--- config.mk ---
export PLATFORM = sky130hd
export DESIGN_NAME = debounce_filter
export DESIGN_NICKNAME = d
export VERILOG_FILES = /design/src/rtl/debounce_filter.sv
export SDC_FILE = /design/constraint.sdc
export NUM_CORES = 1
export LEC_CHECK = 0
export BUFFER_PORTS_ARGS = -buffer_cell sky130_fd_sc_hd__buf_4
export CORE_MARGIN = 10
export CORE_UTILIZATION = 49
export CTS_CLUSTER_DIAMETER = 50
export DETAILED_ROUTE_END_ITERATION = 7
export GPL_ROUTABILITY_DRIVEN = 0
export GPL_TIMING_DRIVEN = 0
export PLACE_DENSITY = 0.76
export SETUP_SLACK_MARGIN = 0.1
export SYNTH_ARGS = -nofsm -noshare
export SYNTH_HDL_FRONTEND = slang
export SYNTH_SLANG_ARGS = --single-unit
--- constraint.sdc ---
create_clock -name clock -period 0.8 [get_ports clock]
set_input_delay 0.08 -clock clock [delete_from_list [all_inputs] [get_ports clock]]
set_output_delay 0.08 -clock clock [all_outputs]
set_load 0.05 [all_outputs]
--- src/rtl/debounce_filter.sv ---
// -----------------------------------------------------------------------------
// debounce_filter
//
// Multi-channel debounce filter for switches, buttons and other noisy
// asynchronous inputs. Each channel passes through a SYNC_STAGES-deep
// synchroniser. It is then qualified by a stability counter. The filtered
// level changes only after the synchronised input has differed from it for
// DEPTH consecutive qualified samples. Every accepted change comes with a
// one-cycle rise or fall pulse.
//
// Optional feature, enabled by defining DEBOUNCE_GLITCH_CNT_EN:
//     Adds a saturating 8-bit count of rejected transitions, plus a clear
//     input. A rejected transition is a run of differing samples that is cut
//     short by the matching level.
//
// Parameters
//     CHANNELS    : number of independent channels (1..32)
//     DEPTH       : consecutive qualified samples needed to accept a level (>=1)
//     SYNC_STAGES : synchroniser flops per channel (>=1)
//
// Ports
//     clock       in   1         rising-edge clock
//     reset       in   1         synchronous, active-low reset
//     sig_in      in   CHANNELS  raw asynchronous inputs
//     sample_en   in   1         qualification strobe (tie high for every clock)
//     sig_out     out  CHANNELS  filtered levels (registered)
//     rise        out  CHANNELS  one-cycle pulse when sig_out[i] goes 0->1
//     fall        out  CHANNELS  one-cycle pulse when sig_out[i] goes 1->0
//     glitch_clr  in   1         clears glitch_cnt   (DEBOUNCE_GLITCH_CNT_EN only)
//     glitch_cnt  out  8         rejected-transition count, saturating at 255
//                                (DEBOUNCE_GLITCH_CNT_EN only)
// -----------------------------------------------------------------------------
module debounce_filter #(
    parameter int CHANNELS    = 4,
    parameter int DEPTH       = 3,
    parameter int SYNC_STAGES = 2
) (
    input  logic                clock,
    input  logic                reset,
    input  logic [CHANNELS-1:0] sig_in,
    input  logic                sample_en,
    output logic [CHANNELS-1:0] sig_out,
    output logic [CHANNELS-1:0] rise,
    output logic [CHANNELS-1:0] fall
`ifdef DEBOUNCE_GLITCH_CNT_EN
    ,
    input  logic                glitch_clr,
    output logic [7:0]          glitch_cnt
`endif
);

    // The counter must hold values 0..DEPTH-1.
    // A change is accepted on the sample that would otherwise bring it to DEPTH.
    localparam int            CW       = $clog2(DEPTH + 1);
    localparam logic [CW-1:0] CNT_LAST = CW'(DEPTH - 1);

`ifdef DEBOUNCE_GLITCH_CNT_EN
    logic [CHANNELS-1:0] glitch_evt;
`endif

    genvar gi;
    generate
        for (gi = 0; gi < CHANNELS; gi = gi + 1) begin : g_chan
            logic [SYNC_STAGES-1:0] sync_reg;
            logic [SYNC_STAGES:0]   sync_shift;
            logic                   s;
            logic [CW-1:0]          cnt_reg;
            logic [CW-1:0]          cnt_next;
            logic                   out_reg;
            logic                   out_next;
            logic                   rise_reg;
            logic                   rise_next;
            logic                   fall_reg;
            logic                   fall_next;

            // The shift is built one bit wider so that SYNC_STAGES=1 needs no
            // special-case slice.
            assign sync_shift = {sync_reg, sig_in[gi]};
            assign s          = sync_reg[SYNC_STAGES-1];

            // The synchroniser runs every clock, whatever sample_en is.
            always_ff @(posedge clock) begin
                if (!reset) begin
                    sync_reg <= '0;
                end else begin
                    sync_reg <= sync_shift[SYNC_STAGES-1:0];
                end
            end

            always_comb begin
                cnt_next  = cnt_reg;
                out_next  = out_reg;
                rise_next = 1'b0;
                fall_next = 1'b0;
                if (sample_en) begin
                    if (s == out_reg) begin
                        // The matching level restarts the run; nothing is carried over.
                        cnt_next = '0;
                    end else if (cnt_reg == CNT_LAST) begin
                        cnt_next  = '0;
                        out_next  = s;
                        rise_next = s;
                        fall_next = ~s;
                    end else begin
                        cnt_next = cnt_reg + CW'(1);
                    end
                end
            end

            always_ff @(posedge clock) begin
                if (!reset) begin
                    cnt_reg  <= '0;
                    out_reg  <= 1'b0;
                    rise_reg <= 1'b0;
                    fall_reg <= 1'b0;
                end else begin
                    cnt_reg  <= cnt_next;
                    out_reg  <= out_next;
                    rise_reg <= rise_next;
                    fall_reg <= fall_next;
                end
            end

            assign sig_out[gi] = out_reg;
            assign rise[gi]    = rise_reg;
            assign fall[gi]    = fall_reg;

`ifdef DEBOUNCE_GLITCH_CNT_EN
            // A glitch is a partial run that the matching level cut short.
            assign glitch_evt[gi] = sample_en && (s == out_reg) && (cnt_reg != '0);
`endif
        end
    endgenerate

`ifdef DEBOUNCE_GLITCH_CNT_EN
    // With at most 32 channels the per-cycle sum fits in 6 bits.
    // Adding it to the 8-bit count needs at most 9 bits.
    logic [5:0] glitch_sum;
    logic [8:0] glitch_total;
    logic [7:0] glitch_cnt_reg;
    logic [7:0] glitch_cnt_next;

    always_comb begin
        glitch_sum = '0;
        for (int i = 0; i < CHANNELS; i++) begin
            glitch_sum = glitch_sum + {5'b0, glitch_evt[i]};
        end
    end

    always_comb begin
        glitch_total    = {1'b0, glitch_cnt_reg} + {3'b0, glitch_sum};
        glitch_cnt_next = glitch_total[7:0];
        if (glitch_total > 9'd255) begin
            glitch_cnt_next = 8'hFF;
        end
        // A clear on the same edge as new glitches wins.
        if (glitch_clr) begin
            glitch_cnt_next = 8'h00;
        end
    end

    always_ff @(posedge clock) begin
        if (!reset) begin
            glitch_cnt_reg <= 8'h00;
        end else begin
            glitch_cnt_reg <= glitch_cnt_next;
        end
    end

    assign glitch_cnt = glitch_cnt_reg;
`endif

endmodule

==> impl_metrics.csv, run 1 <==
group,metric,value,unit
run_status,outcome,"finished, violations left",
run_status,failed_checks,"negative setup slack",
pwr,clkPwrFrac,29.6,%
pwr,power.internal,1.78,mW
cells_and_area,nets,140,
logic_synthesis,ys.flop_type,"dfxtp_1",
pwr,combPwrFrac,7.8,%
grt,grt_util_all_layers,9.67,%
critical_path,slowest_stage,"dfxtp_4",
pwr,p_total,2.29,mW
clocking,clockRootBuffer,"clkbuf_4",
timing,hold_viol_final,0,
critical_path,cp_max_fo,2,
route,drc_errors,0,
critical_path,crit_path_end_kind,"output port",
critical_path,cp_cell_sequence,"buf_6 > buf_8",
pwr,switching_power,507,µW
pwr,peakVddDrop,0.00115,V
die,core_area,2450,µm²
logic_synthesis,synth_most_common_cell,"dfxtp_1",
logic_synthesis,synth-edff-count,0,
pwr,power_density,1340,nW/µm²
placement,dp_hpwl,1.55,mm
timing,fin_skew,0.00791,ns
logic_synthesis,syn_avg_cell_area,11.4,µm²
logic_synthesis,syn-num-nets,117,
critical_path,crit_required,0.72,ns
route,drt-initial-drc-count,26,
logic_synthesis,async_flop_share,0,%
grt,grt_pass1_wl,4.14,mm
route,antenna_left,0,
grt,grt_pass1_vias,879,
timing,worstMarginPinSlew,0.336,ns
logic_synthesis,ys_ff_latch,28,
critical_path,worstPathArrival,0.94,ns
die,die_area,4980,µm²
clocking,clockBufferDepth,2,
logic_synthesis,synth_warnings,0,
cells_and_area,utilization,69.8,%
placement,pre_cts_slack,-0.0732,ns
critical_path,startpoint_type,"register",
die,fp.dieW,70.6,µm
run,maxCapViolCount,0,
clocking,cts_tree,"yes",
logic_synthesis,synth_top_cells_by_area,"dfxtp_1 (45%), nor3b_2 (8.0%), buf_4 (7.8%)",
grt,grt-ovfl-total,0,
hold_path,hp-class,"in2reg",
clocking,numCtsBuffers,3,
die,io_pins,19,
timing,drv_slew,0,
logic_synthesis,synth_top_area_share,44.7,%
timing,slew_headroom,77.6,%
timing,timing.fmax,0.983,GHz
cells_and_area,diodes,0,
clocking,cts_max_level,1,
route,via_per_inst,5.27,
pwr,leakagePower,0.676,nW
grt,antenna_found_initial,0,
logic_synthesis,synthCells,110,
cells_and_area,drive_gt1_share,57.6,%
logic_synthesis,synth_top_cell_by_area,"dfxtp_1",
route,drt_wl_total,2.43,mm
logic_synthesis,synthesis.area,1250,µm²
critical_path,critical-path-max-stage-delay,0.37,ns
critical_path,crit_type,"reg2out",
route,routedWlPerCell,15.0,µm
clocking,clk_pin_slew,0.15,ns
clocking,cts_sinks,28,
cells_and_area,area_growth,36.7,%
timing,layout_setup_ws,-0.217,ns
route,dr.pass1.iters,4,
clocking,clk_latency,0.32,ns
timing,fin_crit_sh,127,%
timing,rsz0062_at_grt,"true",
logic_synthesis,seq_area_frac_synth,44.7,%
logic_synthesis,synthTopCellsByCount,"dfxtp_1 (28), buf_4 (13), nand3b_1 (12)",
timing,min_period,1.02,ns
die,start_util,51.1,%
pwr,seqPwrFrac,62.6,%
die,rows,18,
placement,numPortBuffers,17,
pwr,swShare,22.2,%
grt,grt_max_degree,16,
route,vias,854,
die,fp.dieH,70.6,µm
timing,final-setup-viol-count,21,
logic_synthesis,ys_types,16,
timing,tns,-2.08,ns
what timing repair did:
action,CTS,global route
hold buffers,4,0
hold endpoints to repair,4,0
buffers inserted,4,3
endpoints found under the setup margin,32,32
resized for setup,54,8
pin swaps,10,7
metrics by stage:
step / std cells / area, µm² / hold WS, ns
after floorplan: 110 / 1270 / 0.207
after global placement: 157 / 1440 / 0.288
after detailed placement: 157 / 1440 / 0.291
after CTS: 161 / 1670 / 0.0711
after global routing: 162 / 1710 / 0.0577
final: 162 / 1710 / 0.0835
layout make-up:
cell class	instances	area, µm²
multi-input combinational	64	642
sequential	28	601
timing repair buffer	26	310
tap	30	37.5
clock buffer	4	36.3
fill	177	741
buffer	10	87.6
logic make-up after synthesis:
group / count (synthesis) / synth area share (%)
simple gates: 48 / 35.5
buf+inv: 18 / 10.6
compound gates: 8 / 3.19
mux: 4 / 3.19
flops: 28 / 44.7
xor+xnor: 4 / 2.79
layout by cell type (no fill, tap or decap), drive strengths merged:
cell type | netlist | final
clkbuf | 2 | 6
o21ai | 8 | 8
mux2i | 4 | 4
nand2 | 8 | 8
nand3b | 12 | 12
dlygate4sd3 | 0 | 4
nand4bb | 4 | 4
dfxtp | 28 | 28
buf | 16 | 30
xnor2 | 4 | 4
nor3b | 8 | 8
nand4b | 8 | 8
and2 | 8 | 8
path summary, 6_finish.rpt:
kind              cells after the start                    end                   from  slack (ns)
hold / removal                        3   g_chan[1].cnt_reg[0]              sample_en        0.08
hold reg to reg                       1  g_chan[2].sync_reg[1]  g_chan[2].sync_reg[0]        0.46
setup reg to reg                      4   g_chan[1].cnt_reg[0]      g_chan[1].out_reg       -0.16
setup / recovery                      2             sig_out[1]      g_chan[1].out_reg       -0.22
per-layer routing:
layer / track usage, % / share of wire [%]
met1: 11.7 / 42
met2: 15.8 / 52
met3: 3.63 / 5.8
met4: 2.58 / 0.37
met5: 0 / 0
power groups by stage:
stage	clock (mW)	sequential (mW)	combinational, mW
2_1_floorplan	0	1.47	0.100
3_3_place_gp	0	1.47	0.141
3_5_place_dp	0	1.47	0.145
4_1_cts	0.688	1.43	0.172
5_1_grt	0.770	1.44	0.195
6_report	0.677	1.43	0.179
worst max-delay path, delay by kind of cell (launching register included):
| kind | cells | cell delay (ns) |
|---|---|---|
| buffers and inverters | 2 | 0.25 |
| DFF | 1 | 0.37 |
(Power assumes the default switching activity.)
==> run 2: changes to the inputs <==
--- a/config.mk
+++ b/config.mk
@@ -13,6 +13,7 @@
 export GPL_ROUTABILITY_DRIVEN = 0
 export GPL_TIMING_DRIVEN = 0
 export PLACE_DENSITY = 0.76
+export REMOVE_ABC_BUFFERS = 1
 export SETUP_SLACK_MARGIN = 0.1
 export SYNTH_ARGS = -nofsm -noshare
 export SYNTH_HDL_FRONTEND = slang
==> impl_metrics.csv, run 2 (synthesized netlist as in run 1, its figures left out) <==
group,metric,value,unit
cells_and_area,area_growth,33.8,%
cells_and_area,utilization,68.3,%
critical_path,crit_type,"reg2out",
critical_path,crit_required,0.72,ns
critical_path,crit_path_end_kind,"output port",
route,antenna_left,0,
clocking,cts_tree,"yes",
critical_path,startpoint_type,"register",
die,die_area,4980,µm²
grt,grt_max_degree,37,
critical_path,critical_path_buf_inv_count,1,
timing,layout_setup_ws,-0.161,ns
clocking,clockRootBuffer,"clkbuf_4",
timing,fin_skew,0.0134,ns
grt,grt_util_all_layers,9.18,%
cells_and_area,final_common_cell,"dfxtp_2",
pwr,peakVddDrop,0.00108,V
cells_and_area,regArea,603,µm²
cells_and_area,diodes,0,
run,maxCapViolCount,0,
clocking,clk_latency,0.33,ns
die,io_pins,19,
critical_path,critical-path-max-stage-delay,0.40,ns
timing,rsz0062_at_grt,"true",
timing,worstMarginPinSlew,0.420,ns
placement,placed_cell_area,1290,µm²
timing,final-setup-viol-count,21,
run_status,outcome,"finished, violations left",
die,fp.dieH,70.6,µm
timing,fin_crit_sh,120,%
cells_and_area,nets,131,
placement,dp_hpwl,1.35,mm
route,via_per_inst,5.32,
placement,numPortBuffers,18,
cells_and_area,fin_area,1680,µm²
clocking,clockBufferDepth,2,
cells_and_area,drive_gt1_share,59.3,%
grt,grt-ovfl-total,0,
route,drc_errors,0,
route,dr.pass1.iters,4,
cells_and_area,multiInputGateArea,667,µm²
critical_path,r2r_slack,-0.05,ns
critical_path,worstPathArrival,0.88,ns
grt,grt_pass1_wl,3.81,mm
die,rows,18,
pwr,leakagePower,0.645,nW
timing,hold_viol_final,0,
grt,grt_pass1_vias,812,
die,fp.dieW,70.6,µm
route,vias,814,
route,drt_wl_total,2.38,mm
clocking,cts_max_level,1,
clocking,numCtsBuffers,3,
route,drt-initial-drc-count,29,
cells_and_area,stdcell_count,153,
die,start_util,51.1,%
hold_path,hp-class,"in2reg",
critical_path,slowest_stage,"dfxtp_4",
cells_and_area,fillers,179,
route,routedWlPerCell,15.6,µm
timing,hold_slack,0.167,ns
timing,timing.fmax,1.04,GHz
timing,min_period,0.961,ns
critical_path,cp_top_family,"flip-flops",
cells_and_area,mostFrequentLayoutCells,"dfxtp_2 (19), nand3b_1 (12), buf_8 (12), nor3b_2 (8), and2_1 (8)",
clocking,cts_sinks,28,
grt,antenna_found_initial,0,
timing,drv_slew,0,
timing,slew_headroom,72.0,%
die,core_area,2450,µm²
timing,tns,-1.60,ns
critical_path,cp_max_fo,2,
clocking,clk_pin_slew,0.16,ns
pwr,power_density,1500,nW/µm²
critical_path,cp_cell_sequence,"buf_8",
run_status,failed_checks,"negative setup slack",
placement,dp_cells,140,
## run 2: worst paths after layout
check / cells after the start / from / end
worst max-delay path: 1 / g_chan[0].out_reg / sig_out[0]
worst min-delay path: 3 / sample_en / g_chan[3].rise_reg
worst max register to register: 3 / g_chan[0].out_reg / g_chan[0].cnt_reg[1]
worst min register to register: 1 / g_chan[2].sync_reg[0] / g_chan[2].sync_reg[1]
## run 2: what timing repair did
item / in CTS / in global routing
hold buffers: 4 / 0
setup endpoints to repair: 32 / 32
buffers inserted: 5 / 0
cloned: 0 / 0
pin swaps: 15 / 2
endpoints found under the hold margin: 4 / 0
resized for setup: 65 / 12
## run 2: layout make-up
cell class | instances | share of cell area, %
Sequential cell | 28 | 35.9
Multi-Input combinational cell | 64 | 39.7
Clock buffer | 3 | 1.34
Tap cell | 30 | 2.24
Clock inverter | 1 | 1.79
Timing Repair Buffer | 27 | 18.9
## run 2: metrics by stage
stage	power (mW)	worst slack (ns)
2_1_floorplan	1.51	-0.286
3_3_place_gp	1.58	-0.0248
3_5_place_dp	1.59	-0.0582
4_1_cts	2.50	-0.140
5_1_grt	2.60	-0.188
6_report	2.52	-0.161
## run 2: report_power, final
part	internal, mW	total, mW	leakage (nW)	switching [mW]
logic	0.0876	0.164	0.377	0.0766
registers	1.40	1.43	0.241	0.0272
clock network	0.507	0.921	0.0279	0.414
## run 2: per-layer routing
metal / GRT usage [%] / share of wire, % / up-vias / wire (µm)
li1: - / - / 400 / -
met1: 8.92 / 40 / 398 / 941
met2: 17.6 / 55 / 14 / 1300
met3: 3.07 / 5.1 / 2 / 121
met4: 3.23 / 0.55 / 0 / 13
met5: 0 / 0 / - / 0
